$ cat config.mk
export PLATFORM = sky130hd
export DESIGN_NAME = bldc_commutator
export DESIGN_NICKNAME = d
export VERILOG_FILES = /design/src/rtl/bldc_commutator.sv
export SDC_FILE = /design/constraint.sdc
export NUM_CORES = 1
export LEC_CHECK = 0
export ABC_AREA = 1
export BUFFER_PORTS_ARGS = -buffer_cell sky130_fd_sc_hd__buf_4
export CORE_UTILIZATION = 45
export CTS_CLUSTER_DIAMETER = 200
export DETAILED_ROUTE_END_ITERATION = 10
export SLEW_MARGIN = 40
export SYNTH_ARGS = -nofsm -noshare
export SYNTH_HDL_FRONTEND = slang
export SYNTH_SLANG_ARGS = --single-unit
$ cat constraint.sdc
create_clock -name CLK -period 6.16 [get_ports CLK]
set_input_delay 0.308 -clock CLK [delete_from_list [all_inputs] [get_ports CLK]]
set_output_delay 0.308 -clock CLK [all_outputs]
set_load 0.01 [all_outputs]
$ cat src/rtl/bldc_commutator.sv
// bldc_commutator: six-step BLDC commutation engine with filtered halls, signed-duty PWM,
// dead-time gate sequencing, brake/coast, sticky invalid-hall fault and a signed step count.
//
// state | meaning
// DRIVE | phases hold the applied pattern; any target change starts dead time
// DEAD  | all gates off for DEAD_CYCLES cycles, then the latest target is applied
module bldc_commutator #(
  parameter int PWM_BITS    = 10,
  parameter int DEAD_CYCLES = 16,
  parameter int HALL_FILTER = 4,
  parameter int COUNT_BITS  = 32
) (
  input  logic                         CLK,
  input  logic                         reset,
  input  logic                         enable,
  input  logic                         brake,
  input  logic signed [PWM_BITS:0]     duty,
  input  logic                         clear_fault,
  input  logic [2:0]                   hall,
  output logic [5:0]                   phases,
  output logic                         fault,
  output logic                         hall_ready,
  output logic [2:0]                   hall_state,
  output logic                         hall_skip,
  output logic signed [COUNT_BITS-1:0] step_count
);

  localparam int FCNT_W = (HALL_FILTER < 1) ? 1 : $clog2(HALL_FILTER + 1);
  localparam logic [FCNT_W-1:0]   FILT_LEN  = FCNT_W'(HALL_FILTER);
  localparam logic [PWM_BITS-1:0] PWM_MAX   = '1;
  localparam logic [7:0]          DEAD_LAST = 8'(DEAD_CYCLES - 1);

  typedef enum logic {ST_DRIVE, ST_DEAD} gate_state_t;

  function automatic logic hall_valid(input logic [2:0] h);
    return (h != 3'b000) && (h != 3'b111);
  endfunction

  function automatic logic [2:0] fwd_next(input logic [2:0] h);
    logic [2:0] n;
    case (h)
      3'b101:  n = 3'b100;
      3'b100:  n = 3'b110;
      3'b110:  n = 3'b010;
      3'b010:  n = 3'b011;
      3'b011:  n = 3'b001;
      3'b001:  n = 3'b101;
      default: n = 3'b000;
    endcase
    return n;
  endfunction

  // Returns {hiA,hiB,hiC,loA,loB,loC}; reverse direction swaps high and low sides.
  function automatic logic [5:0] comm_pattern(input logic [2:0] h, input logic rev);
    logic [2:0] hi;
    logic [2:0] lo;
    hi = 3'b000;
    lo = 3'b000;
    case (h)
      3'b101:  begin hi = 3'b100; lo = 3'b010; end
      3'b100:  begin hi = 3'b100; lo = 3'b001; end
      3'b110:  begin hi = 3'b010; lo = 3'b001; end
      3'b010:  begin hi = 3'b010; lo = 3'b100; end
      3'b011:  begin hi = 3'b001; lo = 3'b100; end
      3'b001:  begin hi = 3'b001; lo = 3'b010; end
      default: begin hi = 3'b000; lo = 3'b000; end
    endcase
    return rev ? {lo, hi} : {hi, lo};
  endfunction

  logic [2:0]           hall_s1;
  logic [2:0]           hall_s2;
  logic [1:0]           sync_vld;
  logic [2:0]           filt_val;
  logic [FCNT_W-1:0]    filt_cnt;
  logic [FCNT_W-1:0]    run_len;
  logic                 filt_load;
  logic [2:0]           hall_old;
  logic                 old_ready;
  logic                 hall_moved;
  logic [PWM_BITS-1:0]  pwm_cnt;
  logic signed [PWM_BITS:0] duty_lat;
  logic [PWM_BITS:0]    duty_abs;
  logic [PWM_BITS-1:0]  duty_mag;
  logic                 pwm_on;
  logic [5:0]           target;
  gate_state_t          gate_state;
  logic [7:0]           dead_cnt;

  always_ff @(posedge CLK) begin
    if (reset) begin
      hall_s1  <= 3'b000;
      hall_s2  <= 3'b000;
      sync_vld <= 2'b00;
    end else begin
      hall_s1  <= hall;
      hall_s2  <= hall_s1;
      sync_vld <= {sync_vld[0], 1'b1};
    end
  end

  // Run length of identical synchronised samples, including the current one; the
  // post-reset contents of the synchroniser are not real samples and are not counted.
  always_comb begin
    run_len = '0;
    if (!sync_vld[1])
      run_len = '0;
    else if ((filt_cnt != '0) && (hall_s2 == filt_val))
      run_len = (filt_cnt == FILT_LEN) ? filt_cnt : filt_cnt + FCNT_W'(1);
    else
      run_len = FCNT_W'(1);
  end

  assign filt_load = (run_len == FILT_LEN);

  always_ff @(posedge CLK) begin
    if (reset) begin
      filt_val   <= 3'b000;
      filt_cnt   <= '0;
      hall_state <= 3'b000;
      hall_ready <= 1'b0;
    end else begin
      filt_cnt <= run_len;
      if (sync_vld[1])
        filt_val <= hall_s2;
      if (filt_load) begin
        hall_state <= hall_s2;
        hall_ready <= 1'b1;
      end
    end
  end

  assign hall_moved = hall_ready && old_ready && (hall_state != hall_old) &&
                      hall_valid(hall_state) && hall_valid(hall_old);

  always_ff @(posedge CLK) begin
    if (reset) begin
      hall_old   <= 3'b000;
      old_ready  <= 1'b0;
      step_count <= '0;
      hall_skip  <= 1'b0;
      fault      <= 1'b0;
    end else begin
      hall_old  <= hall_state;
      old_ready <= hall_ready;
      hall_skip <= 1'b0;
      if (hall_moved) begin
        if (fwd_next(hall_old) == hall_state)
          step_count <= step_count + COUNT_BITS'(1);
        else if (fwd_next(hall_state) == hall_old)
          step_count <= step_count - COUNT_BITS'(1);
        else
          hall_skip <= 1'b1;
      end
      // Set wins over clear so a persisting invalid value keeps the flag up.
      fault <= (hall_ready && !hall_valid(hall_state)) || (fault && !clear_fault);
    end
  end

  always_ff @(posedge CLK) begin
    if (reset) begin
      pwm_cnt  <= '0;
      duty_lat <= '0;
    end else begin
      pwm_cnt <= pwm_cnt + PWM_BITS'(1);
      if (pwm_cnt == PWM_MAX)
        duty_lat <= duty;
    end
  end

  // The most-negative duty has magnitude 2^PWM_BITS and saturates to full scale.
  assign duty_abs = duty_lat[PWM_BITS] ? $unsigned(-duty_lat) : $unsigned(duty_lat);
  assign duty_mag = duty_abs[PWM_BITS] ? PWM_MAX : duty_abs[PWM_BITS-1:0];
  assign pwm_on   = (pwm_cnt < duty_mag);

  always_comb begin
    target = 6'b000000;
    if (!hall_ready || fault)
      target = 6'b000000;
    else if (brake)
      target = 6'b000111;
    else if (!enable || !pwm_on)
      target = 6'b000000;
    else
      target = comm_pattern(hall_state, duty_lat[PWM_BITS]);
  end

  always_ff @(posedge CLK) begin
    if (reset) begin
      gate_state <= ST_DRIVE;
      phases     <= 6'b000000;
      dead_cnt   <= 8'd0;
    end else begin
      case (gate_state)
        ST_DRIVE: begin
          if (target != phases) begin
            phases     <= 6'b000000;
            dead_cnt   <= 8'd0;
            gate_state <= ST_DEAD;
          end
        end
        ST_DEAD: begin
          // Target changes here do not restart the window; the exit samples the latest one.
          if (dead_cnt == DEAD_LAST) begin
            phases     <= target;
            gate_state <= ST_DRIVE;
          end else begin
            dead_cnt <= dead_cnt + 8'd1;
          end
        end
        default: begin
          phases     <= 6'b000000;
          gate_state <= ST_DRIVE;
        end
      endcase
    end
  end

endmodule

==> flow_metrics.tcl <==
set metrics [dict create \
    status "finished, final reports clean" \
    postCtsSetupBuffers 0 \
    synth_area_per_cell_um2 7.21 \
    placed_cell_area_um2 6510 \
    period_share 0.646 \
    rsz0062_at_grt "false" \
    netSwitchingPower_mw 0.291 \
    critPathMaxFanout 19 \
    area_delta_synth_final_pct 14.3 \
    io_buffers 62 \
    rr_endpoint "step_count[20]" \
    clockRootBuffer "clkbuf_16" \
    grt_max_degree 60 \
    overflow 0 \
    fin_setup_tns_ns 0 \
    ys_types 49 \
    highest_layer "met4" \
    cp-startpoint "hall_old[0]" \
    switching_share 0.237 \
    post_drt_wl_per_cell_um 13.4 \
    die_h_um 117 \
    intPower_mw 0.935 \
    crit_type "flip-flop to flip-flop" \
    end_kind "flip-flop" \
    ctsHoldBuffers 0 \
    synth_edf_count 0 \
    p_clk_frac 0.472 \
    wl_met3_um 441 \
    timing.rr.start "hall_old[0]" \
    layoutNonFillerInstCount 1055 \
    p_per_area_nw_per_um2 180 \
    final_common_cell "nand2_1" \
    reg2regPathDepth 15 \
    drc 0 \
    drt_wl_total_um 14100 \
    p_comb_frac 0.034 \
    antenna_found_initial 0 \
    dr.pass1.iters 5 \
    fmax_ghz 0.251 \
    antennaDiodeCount 0 \
    synth-async-reset-ratio 0 \
    viasPerCell 5.20 \
    clock_latency_ns 0.35 \
    dpl.cell_count 1039 \
    cts.sink_count 92 \
    min_period_ns 3.98 \
    initial_core_util 0.466 \
    met1_length_um 6760 \
    ctsResizeCount 0 \
    reg2reg_setup_slack_ns 2.18 \
    leakagePower_nw 3.11 \
    critPathCapture "step_count[20]" \
    tightest_slew_ns 0.847 \
    cts_tree "yes" \
    final_cell_area_um2 6810 \
    drt_iter0_drc 290 \
    hold_slack_ns 0.154 \
    hp-class "input pin to flip-flop" \
    yosys_register_bits 92 \
    core_area_um2 12800 \
    clock_skew_ns 0.00477 \
    ant_nets 0 \
    synthFlopType "dfxtp_1" \
    timing.slew.headroom 0.421 \
    n_fill_cell 1237 \
    ir_worst_vdd_mv 0.108 \
    cap_violations 0 \
    die_area_um2 13700 \
    synth_nets 890 \
    clockBufferDepth 2 \
    grt_pass1_wl_um 23700 \
    ys_seq_area_frac 0.309 \
    cp-start-kind "flip-flop" \
    cts_made_buffers 9 \
    dpl.hpwl_um 10300 \
    h-tree-depth 3 \
    nNetsFinal 942 \
    drive_gt1_frac 0.161 \
    io_pins 63 \
    gp_congestion 0.851 \
    hold_viol_final 0 \
    grt.total_usage 0.222 \
    yosys_warnings 0 \
    final_cell_mix "114 x nand2_1, 96 x a21oi_1, 92 x dfxtp_1" \
    grt_pass1_vias 5055 \
    register_area_um2 1840 \
    wl_met2_um 6700 \
    multi_input_area_um2 3620 \
    worstPathRequired_ns 6.38 \
    fp-row-count 41 \
    setup_viol_count_final 0 \
    netlist_area_um2 5950 \
    synthCells 826 \
    maxSlewViolCount 0 \
    cp.arrival_ns 4.20 \
    share_seq_of_total_power 0.493 \
    die_x_um 117 \
    vias 5491 \
    clk_pin_slew_ns 0.07 \
]
[worst min path at each step]
| stage | start | to | depth (start not counted) |
|---|---|---|---|
| 6_report | hall[0] | hall_s1[0] | 3 |
| 5_1_grt | hall[2] | hall_s1[2] | 3 |
| 4_1_cts | hall[0] | hall_s1[0] | 3 |
| 3_5_place_dp | sync_vld[0] | sync_vld[1] | 2 |
| 3_3_place_gp | sync_vld[0] | sync_vld[1] | 2 |
| 2_1_floorplan | hall_s1[0] | hall_s2[0] | 2 |
[power groups by stage]
stage               clock network (mW)  logic [mW]  registers (mW)
finish                           0.579      0.0423           0.604
global route                     0.616      0.0485           0.605
CTS                              0.592      0.0427           0.604
detailed placement                   0      0.0425           0.618
global placement                     0      0.0416           0.618
floorplan                            0      0.0325           0.617
[final cells by class]
cell class,instances,share of cell area
flip-flops and latches,92,0.271
clock buffers,9,0.0331
multi-input cells,620,0.533
inverters,91,0.0506
repair buffers,64,0.0706
well taps,172,0.0316
clock inverters,7,0.0108
[routing by layer]
metal / up-vias / GRT usage
met4: 0 / 0.0835
met1: 2511 / 0.285
met2: 77 / 0.374
met3: 12 / 0.0350
li1: 2891 / -
met5: - / 0
[cells by family after synthesis]
| logic type | synth area share |
|---|---|
| simple gates | 0.247 |
| compound gates | 0.209 |
| buf+inv | 0.0816 |
| flops | 0.309 |
| fa+ha+maj | 0.0959 |
| xor+xnor | 0.0574 |
[state kept, by name, indices dropped and copies added (netlist names), 6 cells and up]
register / count
dead_cnt: 8
duty_lat: 11
phases: 6
pwm_cnt: 10
step_count: 32
[critical path: stages, from the launching register on]
cell	delay, ns
dfxtp_1	0.43
inv_2	0.05
a21oi_1	0.21
xor2_1	0.19
nand3b_1	0.53
buf_4	0.45
ha_1	0.37
a21oi_1	0.18
nand2_1	0.11
a21boi_1	0.28
o21bai_1	0.17
a21boi_1	0.26
o21ai_1	0.18
a21oi_1	0.19
xor2_1	0.17
a21oi_1	0.08
[Yosys cell counts (all sizes together) (8+ instances only)]
master | count | area share
a21oi | 107 | 0.097
buf | 12 | 0.014
clkbuf | 9 | 0.0057
dfxtp | 92 | 0.31
ha | 44 | 0.092
inv | 90 | 0.057
nand2 | 136 | 0.10
nand3 | 35 | 0.035
nand4 | 8 | 0.0084
nor2 | 98 | 0.070
nor3 | 22 | 0.019
o21ai | 87 | 0.073
xnor2 | 16 | 0.024
xor2 | 23 | 0.034
[per-stage QoR]
stage	power (mW)	worst slack [ns]	util
global placement	0.660	2.42	0.509
global route	1.27	1.85	0.533
CTS	1.24	2.21	0.533
floorplan	0.649	2.61	-
detailed placement	0.661	2.24	0.509
finish	1.23	2.18	0.533
(Power assumes the default switching activity.)
